**config.mk**
```make
export PLATFORM = sky130hd
export DESIGN_NAME = onchip_mem_led_sequencer_flat
export DESIGN_NICKNAME = d
export VERILOG_FILES = /design/src/rtl/led_seq_pkg.sv /design/src/rtl/onchip_mem_led_sequencer_if.sv /design/src/rtl/led_seq_tick_gen.sv /design/src/rtl/onchip_mem_led_sequencer.sv /design/src/flat_wrapper.sv
export SDC_FILE = /design/constraint.sdc
export NUM_CORES = 1
export LEC_CHECK = 0
export ABC_CLOCK_PERIOD_IN_PS = 14200
export CORE_MARGIN = 5
export CORE_UTILIZATION = 45
export CTS_BUF_LIST = sky130_fd_sc_hd__clkbuf_16
export CTS_CLUSTER_DIAMETER = 30
export DETAILED_ROUTE_END_ITERATION = 10
export HOLD_SLACK_MARGIN = 0.06
export PLACE_DENSITY = 0.72
export REMOVE_ABC_BUFFERS = 1
export SLEW_MARGIN = 25
export SYNTH_ARGS = -nofsm -noshare
export SYNTH_HDL_FRONTEND = slang
export SYNTH_HIERARCHICAL = 1
export SYNTH_SLANG_ARGS = --single-unit
```
**constraint.sdc**
```tcl
create_clock -name clk -period 14.2 [get_ports clk]
set_clock_uncertainty 0.05 [all_clocks]
set_input_delay 2.84 -clock clk [delete_from_list [all_inputs] [get_ports clk]]
set_output_delay 2.84 -clock clk [all_outputs]
set_load 0.05 [all_outputs]
```
**src/rtl/led_seq_pkg.sv**
```systemverilog
// Shared types and constants for the on-chip-memory LED sequencer.
package led_seq_pkg;

    // Sequencer control states.
    typedef enum logic [1:0] {
        IDLE    = 2'd0,
        FETCH   = 2'd1,
        CAPTURE = 2'd2,
        PLAY    = 2'd3
    } state_t;

    // LED bytes unpacked from one pattern word.
    localparam int BYTES_PER_WORD = 16;

    // Depth of the pattern RAM in words.
    localparam int MAX_WORDS = 64;

    // Loop length as latched at start: requests above the RAM depth are clamped.
    function automatic logic [6:0] clamp_len(input logic [6:0] req_len);
        return (req_len > 7'(MAX_WORDS)) ? 7'(MAX_WORDS) : req_len;
    endfunction

endpackage

```
**src/rtl/onchip_mem_led_sequencer_if.sv**
```systemverilog
// Avalon-MM port of the pattern RAM as seen from the sequencer (master) and the RAM (slave).
interface onchip_mem_led_sequencer_if #(
    parameter int ADDR_W = 6,
    parameter int DATA_W = 128
);
    logic [ADDR_W-1:0]   address;
    logic                chipselect;
    logic                clken;
    logic                write;
    logic [DATA_W/8-1:0] byteenable;
    logic [DATA_W-1:0]   writedata;
    logic [DATA_W-1:0]   readdata;

    modport master (
        output address, chipselect, clken, write, byteenable, writedata,
        input  readdata
    );

    modport slave (
        input  address, chipselect, clken, write, byteenable, writedata,
        output readdata
    );
endinterface

```
**src/rtl/led_seq_tick_gen.sv**
```systemverilog
// LED byte-rate divider: counts 0..TICK_DIV-1 and flags the last count as a one-cycle tick.
// A synchronous clear holds the counter at zero so every play period starts on a full byte time.
module led_seq_tick_gen #(
    parameter int TICK_DIV = 5000000
) (
    input  logic clk,
    input  logic reset,
    input  logic clear,
    output logic tick
);
    localparam int CNT_W = (TICK_DIV > 1) ? $clog2(TICK_DIV) : 1;
    localparam logic [CNT_W-1:0] LAST = CNT_W'(TICK_DIV - 1);

    logic [CNT_W-1:0] count;

    // Free-running divider, restarted by clear or after the last count.
    // NOTE: sequential state is written with non-blocking (<=) so every flop samples pre-edge values.
    always_ff @(posedge clk or posedge reset) begin
        if (reset) begin
            count <= '0;
        end else if (clear || (count == LAST)) begin
            count <= '0;
        end else begin
            count <= count + 1'b1;
        end
    end

    assign tick = !clear && (count == LAST);

endmodule

```
**src/rtl/onchip_mem_led_sequencer.sv**
```systemverilog
// Pattern-RAM LED sequencer: reads 128-bit words over Avalon-MM, plays them one byte per tick
// on the LED bus, and prefetches the following word into a shadow buffer so that word
// boundaries show no gap. Loops over words 0..len-1 while enable is high.
module onchip_mem_led_sequencer
    import led_seq_pkg::*;
#(
    parameter int ADDR_W   = 6,
    parameter int DATA_W   = 128,    // must equal BYTES_PER_WORD * LED_W
    parameter int LED_W    = 8,
    parameter int TICK_DIV = 5000000 // minimum 4
) (
    input  logic                       clk,
    input  logic                       reset,
    input  logic                       enable,
    input  logic [6:0]                 length,
    onchip_mem_led_sequencer_if.master mem,
    output logic [LED_W-1:0]           leds,
    output logic                       busy,
    output logic                       wrap
);
    localparam int IDX_W = $clog2(BYTES_PER_WORD);
    localparam logic [IDX_W-1:0] LAST_IDX = IDX_W'(BYTES_PER_WORD - 1);

    state_t            state;
    state_t            state_nxt;
    logic              start;

    logic [6:0]        len_q;        // latched loop length, 1..MAX_WORDS
    logic [ADDR_W-1:0] addr_q;       // address of the most recently issued read
    logic              cs_q;         // read strobe, high for one cycle per read
    logic              rd_pending;   // readdata carries the word requested last cycle
    logic              shadow_valid; // shadow holds the next word to play
    logic              stalled;      // boundary tick seen before the next word arrived
    logic [IDX_W-1:0]  byte_idx;
    logic [DATA_W-1:0] cur_word;
    logic [DATA_W-1:0] shadow;

    logic              tick;
    logic              tick_clear;
    logic              at_last;
    logic [ADDR_W-1:0] next_addr;
    logic              issue;
    logic              boundary;
    logic              word_avail;
    logic [DATA_W-1:0] next_word;
    logic [IDX_W-1:0]  byte_nxt;

    // Byte-rate divider; only runs while playing so each word starts on a whole byte period.
    assign tick_clear = (state != PLAY) || !enable;

    led_seq_tick_gen #(
        .TICK_DIV (TICK_DIV)
    ) u_tick_gen (
        .clk   (clk),
        .reset (reset),
        .clear (tick_clear),
        .tick  (tick)
    );

    // State register.
    always_ff @(posedge clk or posedge reset) begin
        if (reset) begin
            state <= IDLE;
        end else begin
            state <= state_nxt;
        end
    end

    // Next-state logic: dropping enable returns to IDLE from anywhere.
    // NOTE: every signal driven here gets a default first, so no latch can be inferred.
    always_comb begin
        state_nxt = state;
        start     = 1'b0;
        if (!enable) begin
            state_nxt = IDLE;
        end else begin
            case (state)
                IDLE: begin
                    if (length != 7'd0) begin
                        state_nxt = FETCH;
                        start     = 1'b1;
                    end
                end
                FETCH:   state_nxt = CAPTURE;
                CAPTURE: state_nxt = PLAY;
                PLAY:    state_nxt = PLAY;
                default: state_nxt = IDLE;
            endcase
        end
    end

    // Prefetch and word-boundary decisions for the PLAY state.
    always_comb begin
        at_last    = (7'(addr_q) == (len_q - 7'd1));
        next_addr  = at_last ? '0 : addr_q + 1'b1;
        // Only one read may be outstanding, and the strobe must drop between reads.
        issue      = (state == PLAY) && !shadow_valid && !cs_q && !rd_pending;
        // A missed boundary (stalled) is retried every cycle until the next word is on hand.
        boundary   = (state == PLAY) && ((tick && (byte_idx == LAST_IDX)) || stalled);
        // Data arriving this very cycle can be played directly without passing the shadow.
        word_avail = shadow_valid || rd_pending;
        next_word  = shadow_valid ? shadow : mem.readdata;
        byte_nxt   = byte_idx + 1'b1;
    end

    // Control registers: read strobe, address, byte position and the registered LED output.
    always_ff @(posedge clk or posedge reset) begin
        if (reset) begin
            len_q        <= '0;
            addr_q       <= '0;
            cs_q         <= 1'b0;
            rd_pending   <= 1'b0;
            shadow_valid <= 1'b0;
            stalled      <= 1'b0;
            byte_idx     <= '0;
            leds         <= '0;
            wrap         <= 1'b0;
        end else if (!enable) begin
            // Abandon everything, including a read whose data is still due next cycle.
            addr_q       <= '0;
            cs_q         <= 1'b0;
            rd_pending   <= 1'b0;
            shadow_valid <= 1'b0;
            stalled      <= 1'b0;
            byte_idx     <= '0;
            leds         <= '0;
            wrap         <= 1'b0;
        end else begin
            cs_q       <= 1'b0;
            wrap       <= 1'b0;
            rd_pending <= cs_q;
            case (state)
                IDLE: begin
                    if (start) begin
                        len_q  <= clamp_len(length);
                        addr_q <= '0;
                        cs_q   <= 1'b1;
                    end
                end
                CAPTURE: begin
                    byte_idx     <= '0;
                    leds         <= mem.readdata[LED_W-1:0];
                    shadow_valid <= 1'b0;
                    stalled      <= 1'b0;
                end
                PLAY: begin
                    if (issue) begin
                        addr_q <= next_addr;
                        cs_q   <= 1'b1;
                        wrap   <= at_last;
                    end
                    if (boundary) begin
                        if (word_avail) begin
                            byte_idx     <= '0;
                            leds         <= next_word[LED_W-1:0];
                            shadow_valid <= 1'b0;
                            stalled      <= 1'b0;
                        end else begin
                            stalled <= 1'b1;
                        end
                    end else begin
                        if (rd_pending) begin
                            shadow_valid <= 1'b1;
                        end
                        if (tick) begin
                            byte_idx <= byte_nxt;
                            leds     <= cur_word[32'(byte_nxt) * LED_W +: LED_W];
                        end
                    end
                end
                default: ;
            endcase
        end
    end

    // Wide word buffers.
    // NOTE: these data buffers carry no reset; their contents only matter once state/shadow_valid mark them valid.
    always_ff @(posedge clk) begin
        if (state == CAPTURE) begin
            cur_word <= mem.readdata;
        end else if (boundary && word_avail) begin
            cur_word <= next_word;
        end
        if ((state == PLAY) && rd_pending && !boundary) begin
            shadow <= mem.readdata;
        end
    end

    assign busy           = (state != IDLE);
    assign mem.address    = addr_q;
    assign mem.chipselect = cs_q;
    assign mem.clken      = cs_q;
    assign mem.write      = 1'b0;
    assign mem.byteenable = '1;
    assign mem.writedata  = '0;

endmodule

```
**src/flat_wrapper.sv**
```systemverilog
// flat-port wrapper written by rule: the top's interface ports become plain ports
module onchip_mem_led_sequencer_flat import led_seq_pkg::*;
#(
    parameter int ADDR_W   = 6,
    parameter int DATA_W   = 128,                                        
    parameter int LED_W    = 8,
    parameter int TICK_DIV = 5000000             
)
  (clk, reset, enable, length, leds, busy, wrap, mem_address, mem_chipselect, mem_clken, mem_write, mem_byteenable, mem_writedata, mem_readdata);
  onchip_mem_led_sequencer_if #(.ADDR_W(ADDR_W), .DATA_W(DATA_W)) mem_i ();
  input  logic clk;
  input  logic reset;
  input  logic enable;
  input  logic [6:0] length;
  output logic [LED_W-1:0] leds;
  output logic busy;
  output logic wrap;
  output wire logic [$bits(mem_i.address)-1:0] mem_address;
  output wire logic [$bits(mem_i.chipselect)-1:0] mem_chipselect;
  output wire logic [$bits(mem_i.clken)-1:0] mem_clken;
  output wire logic [$bits(mem_i.write)-1:0] mem_write;
  output wire logic [$bits(mem_i.byteenable)-1:0] mem_byteenable;
  output wire logic [$bits(mem_i.writedata)-1:0] mem_writedata;
  input wire logic [$bits(mem_i.readdata)-1:0] mem_readdata;
  assign mem_address = mem_i.address;
  assign mem_chipselect = mem_i.chipselect;
  assign mem_clken = mem_i.clken;
  assign mem_write = mem_i.write;
  assign mem_byteenable = mem_i.byteenable;
  assign mem_writedata = mem_i.writedata;
  assign mem_i.readdata = mem_readdata;
  onchip_mem_led_sequencer #(.ADDR_W(ADDR_W), .DATA_W(DATA_W), .LED_W(LED_W), .TICK_DIV(TICK_DIV)) u_core (.clk(clk), .reset(reset), .enable(enable), .length(length), .mem(mem_i), .leds(leds), .busy(busy), .wrap(wrap));
endmodule
```
==> metrics.cfg, run 1 <==
[timing]
period_needed_ps=6500
worst_pin_slew_ps=972
hold_viol=0
tns_ps=0
finalSetupViolCount=0
maxSlewViolCount=0
relSlewSlack_pct=35.2
max_freq_mhz=154
finalCritPeriodShare_pct=45.8
rsz0062_at_grt=no

[clocking]
cts_buffers=61
clk-insertion-delay-late_ps=600
hold_buffers=0
clk_pin_slew_ps=40
max-clock-path-buffers=3
cts_root_buf=clkbuf_16
clock_sinks=311
h-tree-depth=2
cts_tree=done
post_cts_buffers=0
ctsResizeCount=0

[job]
max_cap_violations=0

[setup_path]
crit_fanout=77
cpPeakStageDelay_ps=840
r2r-end=u_core/shadow[36]
critPathBufInv=3
cp.depth=7
critPathTopFamily=buffers and inverters
crit_required_ps=14340
slowest_stage=clkdlybuf4s50_1
r2r_setup_slack_ps=10270
critical_path.endpoint=u_core/shadow[36]
crit_arrival_ps=6640
start_kind=input pin
path_cells=clkdlybuf4s50_1 > and2_1 > inv_1 > nor2_1 > a41oi_1 > and3_4 > buf_6
r2r_start=u_core/state[0]
cp-end-kind=flop
startpoint=enable
rr_worst_depth=7
crit_type=input pin to flop

[routing]
final_antenna_net_count=0
drc=0
vias=8126
wire_per_inst_um=18.7
drt_pass1_iterations=5
drt_wl_total_mm=29.8
drt-initial-drc-count=552
vias_per_cell=5.09

[yosys]
syn_area_per_cell_um2=15.2
netlist.area_leader.share_pct=53.4
ys_ff_latch=311
syn_inst=950
syn_area_mm2=0.0144
ys_seq_area_share_pct=62.9
ys_warn_count=6
synth.most_common_cell=edfxtp_1
synthTopCellsByArea=edfxtp_1, mux2_2, dfrtp_1, buf_4, mux4_2
yosysTopAreaCell=edfxtp_1
synth_edf_count=256
synthFlopType=edfxtp_1
ys_async_sr_fraction_pct=17.7
netlist_top_cells_count=edfxtp_1, buf_4, mux2_2
synth_cell_type_count=60

[floorplan]
coreArea_mm2=0.0316
start_util_pct=45.6
ioPinCount=301
die_y_um=189
chipWidth_um=189
design.die.area_mm2=0.0357
row_count=65

[grt]
track_usage_pct=16.2
overflow=0
grt_pass1_vias=8554
antenna_found_initial=5
grt_pass1_wl_mm=46.8
grt_max_degree=78

[place]
numPortBuffers=155
globalplace.congestion=0.788
post-dp-hpwl_mm=19.3

[power_and_ir_drop]
p_int_uw=2130
swShare_pct=23.8
pwr-share-seq_pct=37.1
p_leak_uw=0.00645
ir_drop_mv=0.106
combPwrFrac_pct=9.0
clockPowerShare_pct=53.9
p_sw_uw=668
p_per_area_mw_per_mm2=155

[cells_and_area]
nets=1284
multiInputGateArea_mm2=0.00458
regArea_mm2=0.00906
area_growth_pct=25.4
nFillCells=2409
final_util_pct=57.2
drive_above_1_share_pct=24.7

[min_path]
min_path_type=flop to flop

[status]
status=completed

-- flip-flops by register name, summed over array words and instances, names as in the netlist --
register,count
u_core/leds,8
u_core/mem.address,6
u_core/state,2
u_core/wrap,1
u_core/rd_pending,1
u_core/shadow,128
u_core/mem.chipselect,1
u_core/byte_idx,4
u_core/shadow_valid,1
u_core/u_tick_gen/count,23
u_core/len_q,7
u_core/cur_word,128
u_core/stalled,1
-- cells by family after synthesis --
group | after synthesis | share of synthesized area, %
xor+xnor | 22 | 1.51
simple gates | 155 | 5.72
buf+inv | 197 | 9.20
mux | 169 | 15.6
compound gates | 86 | 4.26
other cells | 2 | 0.0521
flops | 311 | 62.9
fa+ha+maj | 8 | 0.695
-- worst register-to-register path: stages, from the launching register on --
cell	delay (ps)
dfrtp_1	410
ha_1	310
and2_1	300
inv_1	210
nor2_1	140
a41oi_1	610
and3_4	770
buf_6	640
-- routing by layer --
| metal | vias up | GRT usage, % | wire, um |
|---|---|---|---|
| met5 | - | 0 | 62 |
| met4 | 10 | 4.20 | 430 |
| met3 | 49 | 5.37 | 2500 |
| met2 | 316 | 26.0 | 14400 |
| met1 | 4049 | 21.6 | 12500 |
| li1 | 3702 | - | - |
-- metrics by stage --
stage / std cells / hold slack (ps) / instance area (um2) / total power [uW] / setup slack, ps
floorplan: 912 / 397 / 13700 / 1230 / 188
global placement: 1477 / 411 / 15800 / 1300 / 7050
detailed placement: 1477 / 420 / 15800 / 1300 / 6900
CTS: 1593 / 440 / 18100 / 2820 / 7480
global route: 1593 / 447 / 18100 / 2890 / 7380
finish: 1596 / 444 / 18100 / 2800 / 7700
-- cell type report --
class	instances	area share, %
Multi-Input combinational cell	585	25.4
Inverter	16	0.333
Tap cell	402	2.78
Clock inverter	55	3.91
Clock buffer	61	8.45
Timing Repair Buffer	163	8.94
Antenna cell	3	0.0416
Sequential cell	311	50.2
-- worst min-delay path by stage --
stage                                           from                         end  slack (ps)  cells past startpoint
after floorplan           u_core/u_tick_gen/count[0]  u_core/u_tick_gen/count[0]         400                      1
after global placement    u_core/u_tick_gen/count[0]  u_core/u_tick_gen/count[0]         410                      1
after detailed placement  u_core/u_tick_gen/count[0]  u_core/u_tick_gen/count[0]         420                      1
after CTS                             u_core/leds[1]              u_core/leds[1]         440                      1
after global routing                  u_core/leds[1]              u_core/leds[1]         450                      1
final                     u_core/u_tick_gen/count[0]  u_core/u_tick_gen/count[0]         440                      1
-- power groups by stage --
| stage | clock (uW) | sequential, uW | combinational, uW |
|---|---|---|---|
| floorplan | 0 | 1070 | 162 |
| global placement | 0 | 1050 | 247 |
| detailed placement | 0 | 1050 | 250 |
| CTS | 1530 | 1040 | 252 |
| global route | 1580 | 1040 | 267 |
| finish | 1510 | 1040 | 252 |
-- cells in the final DEF (no fill, tap or decap), types with 8 or more instances in the layout --
cell type / synthesis / layout
bufinv_16: 0 / 13
conb_1: 2 / 145
a32o_1: 10 / 10
clkinv_1: 0 / 8
clkinv_2: 0 / 11
edfxtp_1: 256 / 256
xnor2_1: 13 / 13
o21ai_0: 25 / 25
nand3_1: 16 / 16
mux2_2: 128 / 128
inv_1: 16 / 21
a21oi_1: 15 / 15
mux2i_1: 9 / 9
dfrtp_1: 55 / 54
nor2_1: 34 / 34
mux4_2: 32 / 32
clkbuf_16: 0 / 61
clkinvlp_4: 0 / 8
nand2_1: 42 / 42
a32oi_1: 8 / 8
clkdlybuf4s50_1: 0 / 155
o22ai_1: 8 / 8
No activity file was read; power rests on OpenSTA's default activity.
==> run 2, diff against run 1 <==
- ABC_CLOCK_PERIOD_IN_PS: 14200 -> 5600
- PLACE_DENSITY: 0.72 -> 0.75
- clock period: 14.2 -> 5.6 ns (I/O delays scaled with it)
==> metrics.cfg, run 2 (synthesized netlist as in run 1, its figures left out) <==
[timing]
tns_ps=0  ; unchanged
hold_viol=0  ; unchanged
period_needed_ps=4020
relSlewSlack_pct=32.7  ; -2.5 points
finalCritPeriodShare_pct=71.7
finalSetupViolCount=0  ; unchanged
rsz0062_at_grt=no
worst_slack_ps=1580  ; -6110 ps
max_freq_mhz=249
maxSlewViolCount=0  ; unchanged
worst_pin_slew_ps=1010  ; +37.1 ps

[routing]
vias_per_cell=5.12  ; +0.62%
wire_per_inst_um=18.4  ; -1.4%
drc=0  ; unchanged
vias=8151  ; +0.31%
drt_pass1_iterations=5  ; unchanged
drt-initial-drc-count=471  ; -15%
drt_wl_total_mm=29.3  ; -1.7%
final_antenna_net_count=0  ; unchanged

[clocking]
h-tree-depth=2  ; unchanged
clock_sinks=311  ; unchanged
cts_tree=done
clk-insertion-delay-late_ps=560  ; -40 ps
max-clock-path-buffers=3  ; unchanged
cts_root_buf=clkbuf_16
clk_pin_slew_ps=50  ; about the same
cts_buffers=60  ; -1.6%
hold_buffers=0  ; unchanged
post_cts_buffers=0  ; unchanged
ctsResizeCount=0  ; unchanged

[setup_path]
cp-end-kind=flop
crit_fanout=128  ; +66%
start_kind=input pin
r2r_setup_slack_ps=1950  ; -8320 ps
crit_arrival_ps=4150  ; -2490 ps
crit_required_ps=5730  ; -8610 ps
crit_type=input pin to flop

[cells_and_area]
final_util_pct=57.1  ; -0.13 points
nets=1284  ; unchanged
area_growth_pct=25.1
regArea_mm2=0.00906  ; unchanged
finalNonFillerCells=1591  ; -0.31%
multiInputGateArea_mm2=0.00458  ; unchanged
antennaDiodeCount=0  ; -3
stdcell_area_mm2=0.0180  ; -0.22%
reg_top3=u_core/cur_word x128, u_core/shadow x128, u_core/u_tick_gen/count x23
final_common_cell=edfxtp_1
nFillCells=2412  ; +0.12%
drive_above_1_share_pct=25.0  ; +0.29 points
final_cell_mix=edfxtp_1, clkdlybuf4s50_1, conb_1, mux2_2, clkbuf_16

[place]
numPortBuffers=155  ; unchanged
place_worst_setup_slack_ps=1120  ; -5780 ps
post-dp-hpwl_mm=19.2  ; -0.90%
place_area_mm2=0.0159  ; +0.24%
numPlacedInstances=1477  ; unchanged
globalplace.congestion=0.823  ; +4.5%

[grt]
overflow=0  ; unchanged
antenna_found_initial=5  ; unchanged
track_usage_pct=15.9  ; -0.38 points
grt_max_degree=129  ; +65%
grt_pass1_wl_mm=45.8  ; -2.1%
grt_pass1_vias=8471  ; -0.97%

[min_path]
min_path_type=flop to flop

[power_and_ir_drop]
p_int_uw=5290  ; +150%
clockPowerShare_pct=53.2  ; -0.7 points
ir_drop_mv=0.291  ; +170%
p_sw_uw=1690  ; +150%
p_per_area_mw_per_mm2=388  ; +150%
combPwrFrac_pct=9.1  ; about the same
pwr-share-seq_pct=37.7  ; +0.6 points
swShare_pct=24.3  ; +0.42 points
p_leak_uw=0.00642  ; -0.55%

[floorplan]
row_count=65  ; unchanged
coreArea_mm2=0.0316  ; unchanged
design.die.area_mm2=0.0357  ; unchanged
ioPinCount=301  ; unchanged
start_util_pct=45.6  ; unchanged
die_y_um=189  ; unchanged
chipWidth_um=189  ; unchanged

[job]
max_cap_violations=0  ; unchanged

[status]
status=completed

run 2: final cells by class:
cell class,instances,share of cell area (%)
Multi-Input combinational cell,585,25.4
Clock inverter,52,3.44
Tap cell,402,2.79
Timing Repair Buffer,164,9.26
Clock buffer,61,8.47
Sequential cell,311,50.3
Inverter,16,0.333
run 2: worst max-delay path, cell delays in order:
cell and delay [ps]:
clkdlybuf4s50_1 460, buf_4 250, and2_1 370, inv_1 190, nor2_1 320, a41oi_1 400, o31ai_4 360, buf_12 520
run 2: per-layer routing:
| metal | vias up | track usage [%] | part of all wire, % | wire (um) |
|---|---|---|---|---|
| met4 | 10 | 4.57 | 2.2 | 641 |
| li1 | 3711 | - | - | - |
| met2 | 369 | 25.9 | 48 | 14000 |
| met3 | 65 | 4.68 | 8.5 | 2480 |
| met1 | 3996 | 20.8 | 41 | 12100 |
| met5 | - | 0 | 0.24 | 69 |
run 2: power groups by stage:
stage / clock network (uW) / registers [uW] / logic, uW
2_1_floorplan: 0 / 2710 / 410
3_3_place_gp: 0 / 2670 / 627
3_5_place_dp: 0 / 2670 / 634
4_1_cts: 3780 / 2630 / 638
5_1_grt: 3910 / 2640 / 677
6_report: 3710 / 2630 / 637
run 2: final timing paths:
kind / startpoint / end / depth (start not counted)
max: enable / u_core/cur_word[4] / 8
min: u_core/u_tick_gen/count[0] / u_core/u_tick_gen/count[0] / 1
max reg2reg: u_core/u_tick_gen/count[13] / u_core/cur_word[4] / 7
min reg2reg: u_core/u_tick_gen/count[0] / u_core/u_tick_gen/count[0] / 1
max in group asynchronous: reset / u_core/u_tick_gen/count[20] / 2
min in group asynchronous: reset / u_core/len_q[0] / 3
run 2: stage by stage:
stage	hold slack, ps	power [uW]
2_1_floorplan	397	3120
3_3_place_gp	416	3300
3_5_place_dp	434	3310
4_1_cts	447	7050
5_1_grt	482	7230
6_report	445	6980
==> run 3, diff against run 2 <==
- ABC_CLOCK_PERIOD_IN_PS: 5600 -> 4160
- PLACE_DENSITY: 0.75 -> 0.72
- clock period: 5.6 -> 4.16 ns (I/O delays scaled with it)
==> metrics.cfg, run 3 (synthesized netlist as in run 1, its figures left out) <==
[cells_and_area]
area_growth_pct=27.6
final_cell_mix=edfxtp_1, clkdlybuf4s50_1, conb_1, mux2_2, clkbuf_16
nFillCells=2337  ; -3.1%
finalNonFillerCells=1612  ; +1.3%
nets=1296  ; +0.93%
reg_top3=u_core/cur_word x128, u_core/shadow x128, u_core/u_tick_gen/count x23
drive_above_1_share_pct=25.2  ; +0.27 points
final_util_pct=58.2  ; +1.1 points
final_common_cell=edfxtp_1

[floorplan]
chipWidth_um=189  ; unchanged
ioPinCount=301  ; unchanged
row_count=65  ; unchanged
start_util_pct=45.6  ; unchanged
coreArea_mm2=0.0316  ; unchanged
die_y_um=189  ; unchanged
design.die.area_mm2=0.0357  ; unchanged

[clocking]
hold_buffers=0  ; unchanged
cts_buffers=71  ; +18%
h-tree-depth=3  ; +1
clock_sinks=311  ; unchanged
clk_pin_slew_ps=50  ; about the same
ctsResizeCount=0  ; unchanged
cts_tree=done
max-clock-path-buffers=3  ; unchanged
post_cts_buffers=0  ; unchanged
cts_root_buf=clkbuf_16
clk-insertion-delay-late_ps=560  ; about the same

[routing]
drc=0  ; unchanged
drt-initial-drc-count=530  ; +13%
vias=8162  ; +0.13%
final_antenna_net_count=0  ; unchanged
wire_per_inst_um=18.6  ; +1.1%
vias_per_cell=5.06  ; -1.2%
drt_wl_total_mm=30.0  ; +2.4%
drt_pass1_iterations=5  ; unchanged

[timing]
period_needed_ps=3400
hold_viol=0  ; unchanged
worst_pin_slew_ps=1030  ; +23.2 ps
relSlewSlack_pct=31.2  ; -1.5 points
whs_ps=434  ; -11.0 ps
rsz0062_at_grt=no
max_freq_mhz=294
maxSlewViolCount=0  ; unchanged
tns_ps=0  ; unchanged
finalCritPeriodShare_pct=81.8
finalSetupViolCount=0  ; unchanged

[min_path]
min_to=u_core/u_tick_gen/count[0]
min_from=u_core/u_tick_gen/count[0]
min_path_type=flop to flop
min_delay_path_depth=1  ; unchanged

[grt]
overflow=0  ; unchanged
antenna_found_initial=5  ; unchanged
grt_pass1_wl_mm=46.9  ; +2.5%
grt_pass1_vias=8637  ; +2.0%
grt_max_degree=129  ; unchanged
track_usage_pct=16.5  ; +0.58 points

[setup_path]
crit_required_ps=4320  ; -1410 ps
crit_fanout=69  ; -46%
crit_arrival_ps=3560  ; -590 ps
start_kind=flop
crit_type=flop to flop
r2r_start=u_core/u_tick_gen/count[16]
rr_worst_depth=7  ; unchanged
cp-end-kind=flop
r2r_setup_slack_ps=760  ; -1190 ps
r2r-end=u_core/cur_word[94]

[job]
max_cap_violations=0  ; unchanged

[place]
globalplace.congestion=0.823  ; about the same
numPortBuffers=155  ; unchanged
numPlacedInstances=1479  ; +0.14%
post-dp-hpwl_mm=19.4  ; +1.2%

[power_and_ir_drop]
pwr-share-seq_pct=35.3  ; -2.4 points
p_leak_uw=0.00662  ; +3.1%
fin_total_pwr_uw=10000  ; +44%
combPwrFrac_pct=8.6  ; -0.5 points
p_per_area_mw_per_mm2=546  ; +41%
p_int_uw=7570  ; +43%
ir_drop_mv=0.399  ; +37%
swShare_pct=24.5  ; +0.23 points
clockPowerShare_pct=56.0  ; +2.8 points
p_sw_uw=2460  ; +45%

[status]
status=completed

[run 3: changes by cell type in the layout (fill, tap and decap cells not counted)]
cell / change
buf_12: -1
buf_4: +2
clkbuf_16: +10
clkinv_1: +8
clkinv_16: +5
clkinv_2: +11
clkinv_4: -5
clkinv_8: +1
clkinvlp_4: -5
diode_2: +2
inv_1: +3
inv_6: -10
xor2_2: -1
xor2_4: +1
[run 3: power groups by stage]
| stage | clock network, uW | registers (uW) | logic, uW |
|---|---|---|---|
| after floorplan | 0 | 3650 | 552 |
| after global placement | 0 | 3590 | 853 |
| after detailed placement | 0 | 3600 | 859 |
| after CTS | 5720 | 3550 | 866 |
| after global routing | 5920 | 3550 | 918 |
| final | 5620 | 3550 | 866 |
[run 3: per-layer routing]
metal / share of wire, % / GRT usage, % / vias up
met1: 42 / 21.6 / 4008
li1: - / - / 3729
met3: 9.4 / 5.57 / 56
met2: 47 / 25.7 / 361
met5: 0.19 / 0 / -
met4: 1.9 / 5.94 / 8
[run 3: worst max path at each step]
stage,start,end,slack (ps)
after floorplan,u_core/byte_idx[0],u_core/cur_word[0],-8350
after global placement,enable,u_core/shadow[104],530
after detailed placement,enable,u_core/shadow[96],460
after CTS,u_core/u_tick_gen/count[16],u_core/cur_word[94],790
after global routing,u_core/u_tick_gen/count[16],u_core/leds[4],540
final,u_core/u_tick_gen/count[16],u_core/cur_word[94],760
[run 3: cell type report]
type | instances | area, um2 | share of cell area, %
diodes | 2 | 5.00 | 0.0272
clock buffers | 71 | 1780 | 9.67
clock inverters | 60 | 713 | 3.88
inverters | 16 | 60.1 | 0.327
multi-input cells | 585 | 4590 | 25.0
flip-flops and latches | 311 | 9060 | 49.3
well taps | 402 | 503 | 2.74
repair buffers | 165 | 1660 | 9.06
[run 3: metrics by stage]
| step | setup slack, ps | instance area, um2 |
|---|---|---|
| 2_1_floorplan | -8350 | 13700 |
| 3_3_place_gp | 532 | 15900 |
| 3_5_place_dp | 456 | 15900 |
| 4_1_cts | 793 | 18400 |
| 5_1_grt | 539 | 18400 |
| 6_report | 756 | 18400 |
[run 3: critical path: stages, from the launching register on]
cell and delay (ps):
dfrtp_1 400, or4b_1 540, nor4_1 330, nand3_1 150, nor2_1 300, a41oi_1 400, o31ai_4 460, buf_12 360
